### src/rtl/bsg_fifo_pkg.sv
// Shared helpers for the small FIFO controller: wrapping pointer increment and
// occupancy counter width.
package bsg_fifo_pkg;

  function automatic int unsigned ptr_inc(input int unsigned ptr, input int unsigned els);
    return (ptr + 1) % els;
  endfunction

  // Occupancy needs one extra bit so that a full FIFO (els entries) is representable.
  function automatic int unsigned count_width(input int unsigned els);
    return $clog2(els) + 1;
  endfunction

endpackage

### src/rtl/bsg_fifo_ptr_an.sv
// Wrapping FIFO pointer with async active-low reset and increment enable.
// Also exposes the next (incremented) value for full/empty look-ahead.
module bsg_fifo_ptr_an
  import bsg_fifo_pkg::*;
#(
  parameter int els_p = 2,
  localparam int lg_els_lp = $clog2(els_p)
) (
  input  logic                 clk_i,
  input  logic                 reset_n_i,
  input  logic                 inc_i,
  output logic [lg_els_lp-1:0] ptr_o,
  output logic [lg_els_lp-1:0] nxt_o
);

  logic [lg_els_lp-1:0] ptr_q, ptr_d;

  always_comb begin
    nxt_o = lg_els_lp'(ptr_inc(32'(ptr_q), els_p));
    ptr_d = inc_i ? nxt_o : ptr_q;
  end

  always_ff @(posedge clk_i or negedge reset_n_i) begin
    if (!reset_n_i) ptr_q <= '0;
    else            ptr_q <= ptr_d;
  end

  assign ptr_o = ptr_q;

endmodule

### src/rtl/bsg_mem_1r1w_synth.sv
// 1R1W register-array memory: synchronous write, asynchronous read.
// Writes are suppressed while w_reset_i is high; contents are never cleared.
module bsg_mem_1r1w_synth #(
  parameter int width_p = 1,
  parameter int els_p = 2,
  parameter int read_write_same_addr_p = 0,
  parameter int harden_p = 0,
  localparam int addr_width_lp = (els_p == 1) ? 1 : $clog2(els_p)
) (
  input  logic                     w_clk_i,
  input  logic                     w_reset_i,
  input  logic                     w_v_i,
  input  logic [addr_width_lp-1:0] w_addr_i,
  input  logic [width_p-1:0]       w_data_i,
  input  logic                     r_v_i,
  input  logic [addr_width_lp-1:0] r_addr_i,
  output logic [width_p-1:0]       r_data_o
);

  // Write-through bypass is only modelled for the soft array, and only when the
  // client allows same-address read/write in one cycle.
  localparam bit bypass_lp = (read_write_same_addr_p != 0) && (harden_p == 0);

  logic [width_p-1:0] mem_q [els_p];
  logic               we;

  assign we = w_v_i & ~w_reset_i;

  always_ff @(posedge w_clk_i) begin
    if (we) mem_q[w_addr_i] <= w_data_i;
  end

  always_comb begin
    r_data_o = '0;
    if (r_v_i) begin
      if (bypass_lp && we && (w_addr_i == r_addr_i)) r_data_o = w_data_i;
      else                                           r_data_o = mem_q[r_addr_i];
    end
  end

endmodule

### src/rtl/bsg_fifo_1r1w_small_ctrl_an.sv
// Valid/ready-in, valid/yumi-out small FIFO: pointer/full/empty control around a
// 1R1W async-read memory. No bypass, so the memory never reads and writes one address together.
module bsg_fifo_1r1w_small_ctrl_an
  import bsg_fifo_pkg::*;
#(
  parameter int width_p = 26,
  parameter int els_p = 2,
  localparam int lg_els_lp = $clog2(els_p),
  localparam int cnt_w_lp = count_width(els_p)
) (
  input  logic                clk_i,
  input  logic                reset_n_i,
  input  logic                v_i,
  input  logic [width_p-1:0]  data_i,
  output logic                ready_o,
  output logic                v_o,
  output logic [width_p-1:0]  data_o,
  input  logic                yumi_i,
  output logic [cnt_w_lp-1:0] count_o,
  output logic                err_o
);

  typedef logic [cnt_w_lp-1:0] count_t;

  logic [lg_els_lp-1:0] wptr, wptr_nxt, rptr, rptr_nxt, ptr_diff;
  logic full_q, full_d, empty_q, empty_d, err_q, err_d;
  logic enq, deq;

  assign ready_o = ~full_q;
  assign v_o     = ~empty_q;
  assign enq     = v_i & ready_o;
  assign deq     = yumi_i & v_o;
  assign err_o   = err_q;

  bsg_fifo_ptr_an #(.els_p(els_p)) u_wptr (
    .clk_i(clk_i), .reset_n_i(reset_n_i), .inc_i(enq), .ptr_o(wptr), .nxt_o(wptr_nxt)
  );

  bsg_fifo_ptr_an #(.els_p(els_p)) u_rptr (
    .clk_i(clk_i), .reset_n_i(reset_n_i), .inc_i(deq), .ptr_o(rptr), .nxt_o(rptr_nxt)
  );

  always_comb begin
    full_d  = full_q;
    empty_d = empty_q;
    err_d   = err_q | (yumi_i & ~v_o);
    case ({enq, deq})
      2'b10: begin
        empty_d = 1'b0;
        full_d  = (wptr_nxt == rptr);
      end
      2'b01: begin
        full_d  = 1'b0;
        empty_d = (rptr_nxt == wptr);
      end
      default: ;
    endcase
  end

  always_ff @(posedge clk_i or negedge reset_n_i) begin
    if (!reset_n_i) begin
      full_q  <= 1'b0;
      empty_q <= 1'b1;
      err_q   <= 1'b0;
    end else begin
      full_q  <= full_d;
      empty_q <= empty_d;
      err_q   <= err_d;
    end
  end

  // Pointer difference wraps naturally because els_p is a power of two.
  always_comb begin
    ptr_diff = wptr - rptr;
    count_o  = full_q ? count_t'(els_p) : {1'b0, ptr_diff};
  end

  bsg_mem_1r1w_synth #(width_p, els_p, 0, 0) u_mem (
    .w_clk_i  (clk_i),
    .w_reset_i(~reset_n_i),
    .w_v_i    (enq),
    .w_addr_i (wptr),
    .w_data_i (data_i),
    .r_v_i    (v_o),
    .r_addr_i (rptr),
    .r_data_o (data_o)
  );

endmodule

### config.mk
export PLATFORM = sky130hd
export DESIGN_NAME = bsg_fifo_1r1w_small_ctrl_an
export DESIGN_NICKNAME = d
export VERILOG_FILES = /design/src/rtl/bsg_fifo_pkg.sv /design/src/rtl/bsg_fifo_ptr_an.sv /design/src/rtl/bsg_mem_1r1w_synth.sv /design/src/rtl/bsg_fifo_1r1w_small_ctrl_an.sv
export SDC_FILE = /design/constraint.sdc
export NUM_CORES = 1
export LEC_CHECK = 0
export CAP_MARGIN = 20
export CORE_MARGIN = 2
export CORE_UTILIZATION = 35
export CTS_CLUSTER_SIZE = 24
export DETAILED_ROUTE_END_ITERATION = 8
export HOLD_SLACK_MARGIN = 0.02
export MAX_ROUTING_LAYER = met4
export PLACE_DENSITY = 0.59
export SLEW_MARGIN = 20
export SYNTH_ARGS = -nofsm -noshare
export SYNTH_HDL_FRONTEND = slang
export SYNTH_SLANG_ARGS = --single-unit
### constraint.sdc
create_clock -name clk_i -period 5.8 [get_ports clk_i]
set_clock_uncertainty 0.15 [all_clocks]
set_input_delay 1.16 -clock clk_i [delete_from_list [all_inputs] [get_ports clk_i]]
set_output_delay 1.16 -clock clk_i [all_outputs]
set_load 0.01 [all_outputs]
Word level (Yosys, flattened, before mapping). Memory sizes are Yosys's and may differ from the RTL's. Index checks and enable logic that the tools add are counted.

Bits in writable memories: 52. Bits of input ports: 30. Register bits after elaboration: 5. Word-level logic and storage cells: 27. Memories: 1.

Reduce and logical (&&, ||, !) cells: 1. Add/sub/neg operators: 3. Mux-type cells: 6. Bitwise gates (word level): 7. Equal/unequal tests: 4.

Memories: u_mem.mem_q (depth 2, bits a word 26, read ports 1, clocked after memory_dff 0, wr ports 1, line bsg_mem_1r1w_synth.sv:24) `logic [width_p-1:0] mem_q [els_p];`.

Operators with widths (count): 2-to-1 mux 26 bit (1); AND 1 bit (4); case mux 1 bit (2 select lines) (2); adder 1 bit, second input constant (2); == test 1 bit (2); == test 2 x 1 -> 1 bit, second input constant (1); == test 2 bit, second input constant (1); 2-to-1 mux 1 bit (2); 2-to-1 mux 2 bit (1); inverter 1 bit (2); nonzero test 2 bit (1); OR 1 bit (1); subtractor 1 bit (1).

Longest topological paths before layout. Gate-level depths: netlist of the first run.

Depth in word-level cells: 5. Mapped depth: 4. Depth with buffers taken out: 4.

By module. A second synthesis of the first run with hierarchy kept.

Cells, all modules: 138. Area total of the unflattened synthesis: 2327.2 sq um.

By module, submodules not included: bsg_mem_1r1w_synth (times used 1, cells an instance 111, area an instance 2059.5 sq um, seq. area each 1561.5 sq um); bsg_fifo_1r1w_small_ctrl_an (times used 1, cells an instance 21, area an instance 192.7 sq um, seq. area each 76.3 sq um); bsg_fifo_ptr_an (times used 2, cells an instance 3, area an instance 37.5 sq um, seq. area each 25.0 sq um).

Worst setup path after synthesis of the first run. Ideal clock, no wire load.

Kind: input port to flip-flop. Start: in v_i. End: mem u_mem.mem_q[0][0] (enable). Setup slack: 1960 ps. Required time: 5203 ps. Library setup time: 447 ps. Data arrival time: 3243 ps. Path buffers: 0. Stages on the path: 2. Cell sequence: nand2b_1 -> nor3b_1.

Cells in the longest elaborated chain, start to end: 4.

Ends and longest elaborated chain: from (decl) (line bsg_fifo_1r1w_small_ctrl_an.sv:13) `input logic v_i,`; AND 1 bit (line bsg_fifo_1r1w_small_ctrl_an.sv:31) `assign enq = v_i & ready_o;`; AND 1 bit (line bsg_mem_1r1w_synth.sv:27) `assign we = w_v_i & ~w_reset_i;`; 2-to-1 mux 1 bit (line bsg_mem_1r1w_synth.sv:30) `if (we) mem_q[w_addr_i] <= w_data_i;`; 2-to-1 mux 1 bit (not written as such) (line bsg_mem_1r1w_synth.sv:30); to (decl) (line bsg_mem_1r1w_synth.sv:24).

No other way between the ends.

Worst setup path after layout of the first run.
Start: reg u_rptr.ptr_q, in the netlist u_rptr.ptr_o. End: out data_o[11].

Cells in the longest elaborated chain, start to end: 2.

Ends and longest elaborated chain: from (decl) (line bsg_fifo_ptr_an.sv:16) `logic [lg_els_lp-1:0] ptr_q, ptr_d;`; from (signal assigned) (line bsg_fifo_ptr_an.sv:25) `else ptr_q <= ptr_d;`; memory read (2 x 26 bit); 2-to-1 mux 26 bit (line bsg_mem_1r1w_synth.sv:35) `if (r_v_i) begin`; to (decl) (line bsg_fifo_1r1w_small_ctrl_an.sv:17) `output logic [width_p-1:0] data_o,`.

No other way between the ends.

==> results.sh, run 1 <==
export IMPL_wl_per_cell_um=14.8
export IMPL_dieArea_mm2=0.00707
export IMPL_maxCapViolations=0
export IMPL_syn_area_mm2=0.00224
export IMPL_grt_start_max_net_pins=31
export IMPL_clkSinkCount=57
export IMPL_period_minus_slack_ps=3220
export IMPL_track_usage=0.125
export IMPL_cp_end_kind="output pin"
export IMPL_rsz0062_at_grt="no"
export IMPL_worst_r2r_setup_slack_ps=3870
export IMPL_final_util=0.485
export IMPL_hp_start="err_o"
export IMPL_leakagePower_nw=1.12
export IMPL_num_fill_cells=553
export IMPL_cts_root_buffer="clkbuf_8"
export IMPL_drc=0
export IMPL_drt_total_wl_um=4170
export IMPL_post_place_ws_ps=2730
export IMPL_crit_required_ps=4490
export IMPL_rr_worst_depth=4
export IMPL_drt_iter0_drc=69
export IMPL_post_cts_buffers=0
export IMPL_cts_buffers=9
export IMPL_firstDrtPassIters=4
export IMPL_crit_path_top_delay_cell="clkdlybuf4s50_1"
export IMPL_maxSlewHeadroom=0.558
export IMPL_cts_resized=0
export IMPL_worstPathArrival_ps=1910
export IMPL_tritoncts="built"
export IMPL_cts_path_max_buffers=2
export IMPL_place_gp_congestion=0.729
export IMPL_netlist_instances=133
export IMPL_worstMarginPinSlew_ps=663
export IMPL_holdPathEnd="err_o"
export IMPL_min_path_type="flip-flop to flip-flop"
export IMPL_r2r_end="empty_q"
export IMPL_overflow=0
export IMPL_crit_path_start_kind="flip-flop"
export IMPL_final_layout_size_suffix_gt1_frac=0.0980
export IMPL_portBuffers=60
export IMPL_layout_common_cells="clkdlybuf4s50_1 (60), edfxtp_1 (52), nor2_1 (27)"
export IMPL_htreeDepth=3
export IMPL_dpl_cell_area_mm2=0.00289
export IMPL_via_per_inst=4.53
export IMPL_ant_nets=0
export IMPL_ys_ff_latch=57
export IMPL_yosys_most_used_dff="edfxtp_1"
export IMPL_reg2reg_from="empty_q"
export IMPL_final_common_cell="clkdlybuf4s50_1"
export IMPL_dieHeight_um=84.1
export IMPL_dieWidth_um=84.1
export IMPL_io_pins=61
export IMPL_start_util=0.357
export IMPL_yosysUniqueCellTypes=24
export IMPL_yosys_warnings=0
export IMPL_finalHoldViolations=0
export IMPL_synth_fp_nets=164
export IMPL_status="finished, final reports clean"
export IMPL_place_hpwl_um=2740
export IMPL_fp_row_count=29
export IMPL_finalPower_mw=1.40
export IMPL_worstPathCellList="buf_4 -> mux2i_1 -> nor2_1 -> clkdlybuf4s50_1"
export IMPL_layout_nets=230
export IMPL_clkTransAtPathRegs_ps=60
export IMPL_critPathMaxFanout=28
export IMPL_min_period_over_period=0.556
export IMPL_grt_pass1_wl_um=6580
export IMPL_fin_ws_ps=2580
export IMPL_grt_antenna_before_repair=0
export IMPL_crit_type="flip-flop to output pin"
export IMPL_peakVddDrop_mv=0.231
export IMPL_powerDensity_mw_per_mm2=459
export IMPL_routed_via_count=1274
export IMPL_slew_viol_final=0
export IMPL_synth_edff_count=52
export IMPL_max_clock_freq_mhz=310
export IMPL_setup_tns_ps=0
export IMPL_insertion_delay_ps=310
export IMPL_core_area_mm2=0.00628
export IMPL_slowest_delay_ps=560
export IMPL_holdPathStages=1
export IMPL_avgSynthCellArea_um2=16.9
export IMPL_finalSetupViolCount=0
export IMPL_diodes=0
export IMPL_grt_pass1_vias=1397
export IMPL_synth_async_reset_ratio=0.0877
export IMPL_syn_to_final_growth_pct=35.6
export IMPL_seq_area_frac_synth=0.752
export IMPL_postCtsHoldBufs=0
export IMPL_stdcell_area_mm2=0.00304
[sequential cells by signal, indices dropped and copies added, names as in the netlist]
register and flops:
u_wptr.ptr_o 1, u_rptr.ptr_o 1, full_q 1, empty_q 1
err_o 1, u_mem.mem_q 52
[worst max-delay path, delay by kind of cell, from the launching register on]
kind / cells / cell delay, ps
AND/OR/NAND/NOR: 1 / 130
buffers and inverters: 2 / 980
multiplexers: 1 / 160
flip-flops: 1 / 320
[where the power goes]
| group | internal (mW) | leakage (nW) | switching (mW) | total [mW] |
|---|---|---|---|---|
| logic | 0.301 | 0.510 | 0.246 | 0.546 |
| clock network | 0.150 | 0.0819 | 0.141 | 0.291 |
| registers | 0.514 | 0.530 | 0.0462 | 0.560 |
| total | 0.964 | 1.12 | 0.433 | 1.40 |
[worst max path at each step]
stage | slack (ps) | endpoint | startpoint
2_1_floorplan | 1960 | u_mem.mem_q[0][0] | v_i
5_1_grt | 2440 | data_o[11] | u_rptr.ptr_o
4_1_cts | 2510 | data_o[11] | u_rptr.ptr_o
6_report | 2580 | data_o[11] | u_rptr.ptr_o
3_5_place_dp | 2730 | u_mem.mem_q[1][19] | reset_n_i
3_3_place_gp | 2420 | u_mem.mem_q[1][22] | reset_n_i
[layout make-up]
class / instances / area [µm²] / share of cell area
Timing Repair Buffer: 62 / 616 / 0.202
Tap cell: 77 / 96.3 / 0.0317
Multi-Input combinational cell: 67 / 482 / 0.158
Clock buffer: 11 / 131 / 0.0432
Inverter: 2 / 7.51 / 0.00247
Sequential cell: 57 / 1690 / 0.555
Clock inverter: 5 / 22.5 / 0.00740
[cells by family after synthesis]
kind of cell | synth area share
fa+ha+maj | 0.00558
mux | 0.116
xor+xnor | 0.0151
flops | 0.752
simple gates | 0.0641
compound gates | 0.0112
buf+inv | 0.0357
[routing by layer]
| layer | up-vias | track usage | wire, µm |
|---|---|---|---|
| met5 | - | - | 0 |
| met4 | 0 | 0.0513 | 44 |
| met2 | 36 | 0.216 | 2210 |
| li1 | 614 | - | - |
| met1 | 618 | 0.126 | 1680 |
| met3 | 6 | 0.0495 | 238 |
[synth_stat cells, types with 2 or more instances]
cell type | instances | area share
dfrtp_1 | 4 | 0.045
buf_2 | 2 | 0.0045
edfxtp_1 | 52 | 0.70
mux2i_1 | 26 | 0.12
buf_12 | 2 | 0.018
nand2_1 | 2 | 0.0033
nor2_1 | 27 | 0.045
nand2b_1 | 2 | 0.0056
[per-stage QoR]
| stage | hold WS (ps) | std cells |
|---|---|---|
| floorplan | 343 | 133 |
| global placement | 330 | 265 |
| detailed placement | 322 | 265 |
| CTS | 337 | 281 |
| global route | 357 | 281 |
| finish | 327 | 281 |
Power figures use the tool's default switching activity.
==> run 2: changes to the inputs <==
--- a/config.mk
+++ b/config.mk
@@ -12,7 +12,7 @@
 export DETAILED_ROUTE_END_ITERATION = 8
 export HOLD_SLACK_MARGIN = 0.02
 export MAX_ROUTING_LAYER = met4
-export PLACE_DENSITY = 0.59
+export PLACE_DENSITY = 0.61
 export SLEW_MARGIN = 20
 export SYNTH_ARGS = -nofsm -noshare
 export SYNTH_HDL_FRONTEND = slang
==> constraint.sdc (replaced) <==
create_clock -name clk_i -period 2.8 [get_ports clk_i]
set_clock_uncertainty 0.15 [all_clocks]
set_input_delay 0.56 -clock clk_i [delete_from_list [all_inputs] [get_ports clk_i]]
set_output_delay 0.56 -clock clk_i [all_outputs]
set_load 0.01 [all_outputs]
==> run 2 against run 1 <==
  * Cell area rose by 1.9%
  * Worst setup slack lost 2400 ps
  * Critical path type unchanged
  * First-iteration DRC count fell by 10%
==> results.sh, run 2 (same netlist as run 1, synthesis figures left out) <==
export IMPL_rr_worst_depth=4
export IMPL_crit_type="flip-flop to output pin"
export IMPL_hp_start="err_o"
export IMPL_overflow=0
export IMPL_largest_reg_flops=52
export IMPL_rsz0062_at_grt="no"
export IMPL_worstMarginPinSlew_ps=570
export IMPL_finalNonFillerCells=284
export IMPL_diodes=0
export IMPL_drt_total_wl_um=4060
export IMPL_finalPower_mw=3.00
export IMPL_place_gp_congestion=0.741
export IMPL_portBuffers=60
export IMPL_insertion_delay_ps=320
export IMPL_wl_per_cell_um=14.3
export IMPL_maxCapViolations=0
export IMPL_max_flop_register="u_mem.mem_q"
export IMPL_min_period_over_period=0.925
export IMPL_routed_via_count=1264
export IMPL_ant_nets=0
export IMPL_final_common_cell="clkdlybuf4s50_1"
export IMPL_htreeDepth=3
export IMPL_crit_path_start_kind="flip-flop"
export IMPL_leakagePower_nw=1.15
export IMPL_dieHeight_um=84.1
export IMPL_dieWidth_um=84.1
export IMPL_min_path_type="flip-flop to flip-flop"
export IMPL_status="finished, final reports clean"
export IMPL_r2r_end="empty_q"
export IMPL_holdPathEnd="err_o"
export IMPL_finalHoldViolations=0
export IMPL_clkTransAtPathRegs_ps=60
export IMPL_setup_tns_ps=0
export IMPL_postCtsHoldBufs=0
export IMPL_finalSetupViolCount=0
export IMPL_drc=0
export IMPL_grt_antenna_before_repair=0
export IMPL_grt_start_max_net_pins=31
export IMPL_reg2reg_from="empty_q"
export IMPL_peakVddDrop_mv=0.572
export IMPL_layout_common_cells="clkdlybuf4s50_1 (60), edfxtp_1 (52), nor2_1 (27)"
export IMPL_max_clock_freq_mhz=386
export IMPL_crit_required_ps=2090
export IMPL_powerDensity_mw_per_mm2=966
export IMPL_post_place_cells=269
export IMPL_post_cts_buffers=0
export IMPL_firstDrtPassIters=4
export IMPL_place_hpwl_um=2800
export IMPL_tritoncts="built"
export IMPL_cp_end_kind="output pin"
export IMPL_slew_viol_final=0
export IMPL_cts_buffers=9
export IMPL_start_util=0.357
export IMPL_worst_r2r_setup_slack_ps=880
export IMPL_track_usage=0.123
export IMPL_core_area_mm2=0.00628
export IMPL_syn_to_final_growth_pct=38.2
export IMPL_grt_pass1_vias=1386
export IMPL_cts_path_max_buffers=2
export IMPL_io_pins=61
export IMPL_whs_ps=305
export IMPL_cts_resized=0
export IMPL_grt_pass1_wl_um=6420
export IMPL_period_minus_slack_ps=2590
export IMPL_cts_root_buffer="clkbuf_8"
export IMPL_layout_nets=234
export IMPL_holdPathStages=1
export IMPL_fp_row_count=29
export IMPL_critPathMaxFanout=13
export IMPL_drt_iter0_drc=62
export IMPL_dieArea_mm2=0.00707
export IMPL_worstPathArrival_ps=1880
export IMPL_maxSlewHeadroom=0.620
export IMPL_final_layout_size_suffix_gt1_frac=0.116
export IMPL_clkSinkCount=57
export IMPL_via_per_inst=4.45
## run 2: per-layer routing
metal	GRT usage	wire, µm
met1	0.136	1710
met2	0.205	2110
met3	0.0366	195
met4	0.0572	49
met5	-	0
## run 2: worst max path at each step
| stage | from | endpoint | slack [ps] |
|---|---|---|---|
| after floorplan | v_i | u_mem.mem_q[0][0] | 470 |
| after CTS | u_rptr.ptr_o | data_o[10] | 170 |
| after global routing | u_rptr.ptr_o | data_o[10] | 60 |
| after global placement | empty_q | data_o[16] | 530 |
| after detailed placement | u_rptr.ptr_o | data_o[15] | 530 |
| final | u_rptr.ptr_o | data_o[15] | 210 |
## run 2: report_power, final
group	leakage (nW)	internal (mW)	switching (mW)
logic	0.534	0.640	0.488
clock network	0.0910	0.397	0.289
registers	0.529	1.06	0.118
total	1.15	2.10	0.895
## run 2: layout make-up
type / instances / area (µm²)
sequential: 57 / 1690
multi-input combinational: 67 / 487
timing repair buffer: 66 / 646
clock buffer: 10 / 128
tap: 77 / 96.3
fill: 547 / 3180
clock inverter: 5 / 47.5
inverter: 2 / 7.51
## run 2: metrics by stage
step / setup slack (ps) / util / area, µm²
after global routing: 62.2 / 0.494 / 3100
after CTS: 168 / 0.494 / 3100
after detailed placement: 526 / 0.466 / 2930
after floorplan: 469 / - / 2250
final: 209 / 0.494 / 3100
after global placement: 528 / 0.466 / 2930
## run 2: critical path: stages, from the launching register on
cell and delay (ps):
dfrtp_2 470, buf_4 290, mux2i_1 110, nor2_1 130, clkdlybuf4s50_1 560
==> run 3: changes to the inputs <==
--- a/config.mk
+++ b/config.mk
@@ -12,7 +12,8 @@
 export DETAILED_ROUTE_END_ITERATION = 8
 export HOLD_SLACK_MARGIN = 0.02
 export MAX_ROUTING_LAYER = met4
-export PLACE_DENSITY = 0.61
+export PLACE_DENSITY = 0.59
+export RECOVER_POWER = 100
 export SLEW_MARGIN = 20
 export SYNTH_ARGS = -nofsm -noshare
 export SYNTH_HDL_FRONTEND = slang
==> constraint.sdc (replaced) <==
create_clock -name clk_i -period 3.2 [get_ports clk_i]
set_clock_uncertainty 0.15 [all_clocks]
set_input_delay 0.64 -clock clk_i [delete_from_list [all_inputs] [get_ports clk_i]]
set_output_delay 0.64 -clock clk_i [all_outputs]
set_load 0.01 [all_outputs]
==> run 3 against run 2 <==
  * Non-clock buffer count decreased by 2
  * Wire length increased by 3.3%
  * Cell area decreased by 2.0%
  * Register-to-register slack improved by 320 ps
  * Worst setup slack improved by 130 ps
  * Count of clock-buffer cells in the layout increased by 1
  * Flip-flop and latch count unchanged
  * Sequential power decreased by 14%
  * Combinational power decreased by 16%
  * Core utilization decreased by 0.98 points
  * Total power decreased by 17%
  * Die area unchanged
  * Critical path type unchanged
==> results.sh, run 3 (same netlist as run 1, synthesis figures left out) <==
export IMPL_worst_r2r_setup_slack_ps=1200
export IMPL_wl_per_cell_um=14.8
export IMPL_min_period_over_period=0.894
export IMPL_core_area_mm2=0.00628
export IMPL_track_usage=0.130
export IMPL_insertion_delay_ps=320
export IMPL_diodes=0
export IMPL_layout_nets=232
export IMPL_rsz0062_at_grt="no"
export IMPL_via_per_inst=4.54
export IMPL_tritoncts="built"
export IMPL_portBuffers=60
export IMPL_dieWidth_um=84.1
export IMPL_cts_root_buffer="clkbuf_8"
export IMPL_crit_type="flip-flop to output pin"
export IMPL_stdcell_area_mm2=0.00304
export IMPL_clkTransAtPathRegs_ps=60
export IMPL_postCtsHoldBufs=0
export IMPL_holdPathEnd="err_o"
export IMPL_start_util=0.357
export IMPL_layout_common_cells="edfxtp_1 (52), dlygate4sd3_1 (42), nor2_1 (27)"
export IMPL_grt_start_max_net_pins=31
export IMPL_r2r_end="empty_q"
export IMPL_grt_pass1_vias=1345
export IMPL_crit_required_ps=2410
export IMPL_routed_via_count=1284
export IMPL_leakagePower_nw=1.14
export IMPL_critPathMaxFanout=18
export IMPL_dieArea_mm2=0.00707
export IMPL_rr_worst_depth=4
export IMPL_max_clock_freq_mhz=350
export IMPL_ant_nets=0
export IMPL_peakVddDrop_mv=0.342
export IMPL_powerDensity_mw_per_mm2=818
export IMPL_status="finished, final reports clean"
export IMPL_drc=0
export IMPL_grt_antenna_before_repair=0
export IMPL_finalNonFillerCells=283
export IMPL_place_gp_congestion=0.698
export IMPL_grt_pass1_wl_um=6640
export IMPL_post_place_cells=267
export IMPL_dpl_cell_area_mm2=0.00291
export IMPL_slew_viol_final=0
export IMPL_drt_total_wl_um=4200
export IMPL_maxSlewHeadroom=0.519
export IMPL_hp_start="err_o"
export IMPL_io_pins=61
export IMPL_dieHeight_um=84.1
export IMPL_worstPathArrival_ps=2070
export IMPL_maxCapViolations=0
export IMPL_clkSinkCount=57
export IMPL_multi_input_area_um2=470
export IMPL_finalSetupViolCount=0
export IMPL_setup_tns_ps=0
export IMPL_fp_row_count=29
export IMPL_htreeDepth=3
export IMPL_cts_resized=0
export IMPL_final_layout_size_suffix_gt1_frac=0.0922
export IMPL_firstDrtPassIters=4
export IMPL_syn_to_final_growth_pct=35.5
export IMPL_overflow=0
export IMPL_seq_area_mm2=0.00169
export IMPL_drt_iter0_drc=70
export IMPL_worstMarginPinSlew_ps=722
export IMPL_max_flop_register="u_mem.mem_q"
export IMPL_crit_path_start_kind="flip-flop"
export IMPL_largest_reg_flops=52
export IMPL_cts_buffers=9
export IMPL_min_path_type="flip-flop to flip-flop"
export IMPL_reg2reg_from="empty_q"
export IMPL_cp_end_kind="output pin"
export IMPL_period_minus_slack_ps=2860
export IMPL_final_common_cell="edfxtp_1"
export IMPL_cts_path_max_buffers=2
export IMPL_place_hpwl_um=2740
export IMPL_post_cts_buffers=0
export IMPL_num_fill_cells=556
export IMPL_holdPathStages=1
export IMPL_finalHoldViolations=0
run 3: cell types whose count changed in the layout (fill, tap and decap cells not counted), moves of 3 or more:
cell,before,now
clkbuf_2,0,3
clkdlybuf4s50_1,60,18
buf_4,6,1
dlygate4sd3_1,0,42
run 3: how the worst max path moves through the flow:
stage,end,from,cells past startpoint
2_1_floorplan,u_mem.mem_q[0][0],v_i,2
3_3_place_gp,u_mem.mem_q[0][17],reset_n_i,3
3_5_place_dp,u_mem.mem_q[0][3],reset_n_i,3
4_1_cts,data_o[0],empty_q,2
5_1_grt,data_o[11],u_rptr.ptr_o,4
6_report,data_o[11],u_rptr.ptr_o,4
run 3: area by class of cell:
| class | instances | share of cell area |
|---|---|---|
| flip-flops and latches | 57 | 0.555 |
| repair buffers | 64 | 0.205 |
| multi-input cells | 67 | 0.155 |
| clock buffers | 11 | 0.0432 |
| well taps | 77 | 0.0317 |
| clock inverters | 5 | 0.00741 |
| inverters | 2 | 0.00247 |
run 3: worst max-delay path, cell delays in order (launching register included):
cell             delay, ps
dfrtp_1                340
clkbuf_2               510
mux2i_1                180
nor2_1                 140
clkdlybuf4s50_1        560
run 3: where the power goes:
part	leakage, nW	switching, mW	total (mW)	internal, mW
clock	0.0819	0.251	0.522	0.271
combinational	0.524	0.439	0.946	0.507
sequential	0.530	0.0858	1.02	0.932
run 3: metal layers:
metal	track usage	routed length, µm	vias to the layer above
met5	-	0	-
met3	0.0386	245	5
met2	0.199	2080	53
li1	-	-	620
met1	0.157	1810	606
met4	0.0660	59	0
run 3: metrics by stage:
| stage | util | power (mW) | hold WS, ps | setup slack, ps |
|---|---|---|---|---|
| floorplan | - | 1.58 | 194 | 789 |
| global placement | 0.463 | 2.03 | 291 | 861 |
| detailed placement | 0.463 | 2.05 | 305 | 825 |
| CTS | 0.488 | 2.59 | 318 | 476 |
| global route | 0.484 | 2.64 | 328 | 229 |
| finish | 0.484 | 2.49 | 310 | 341 |
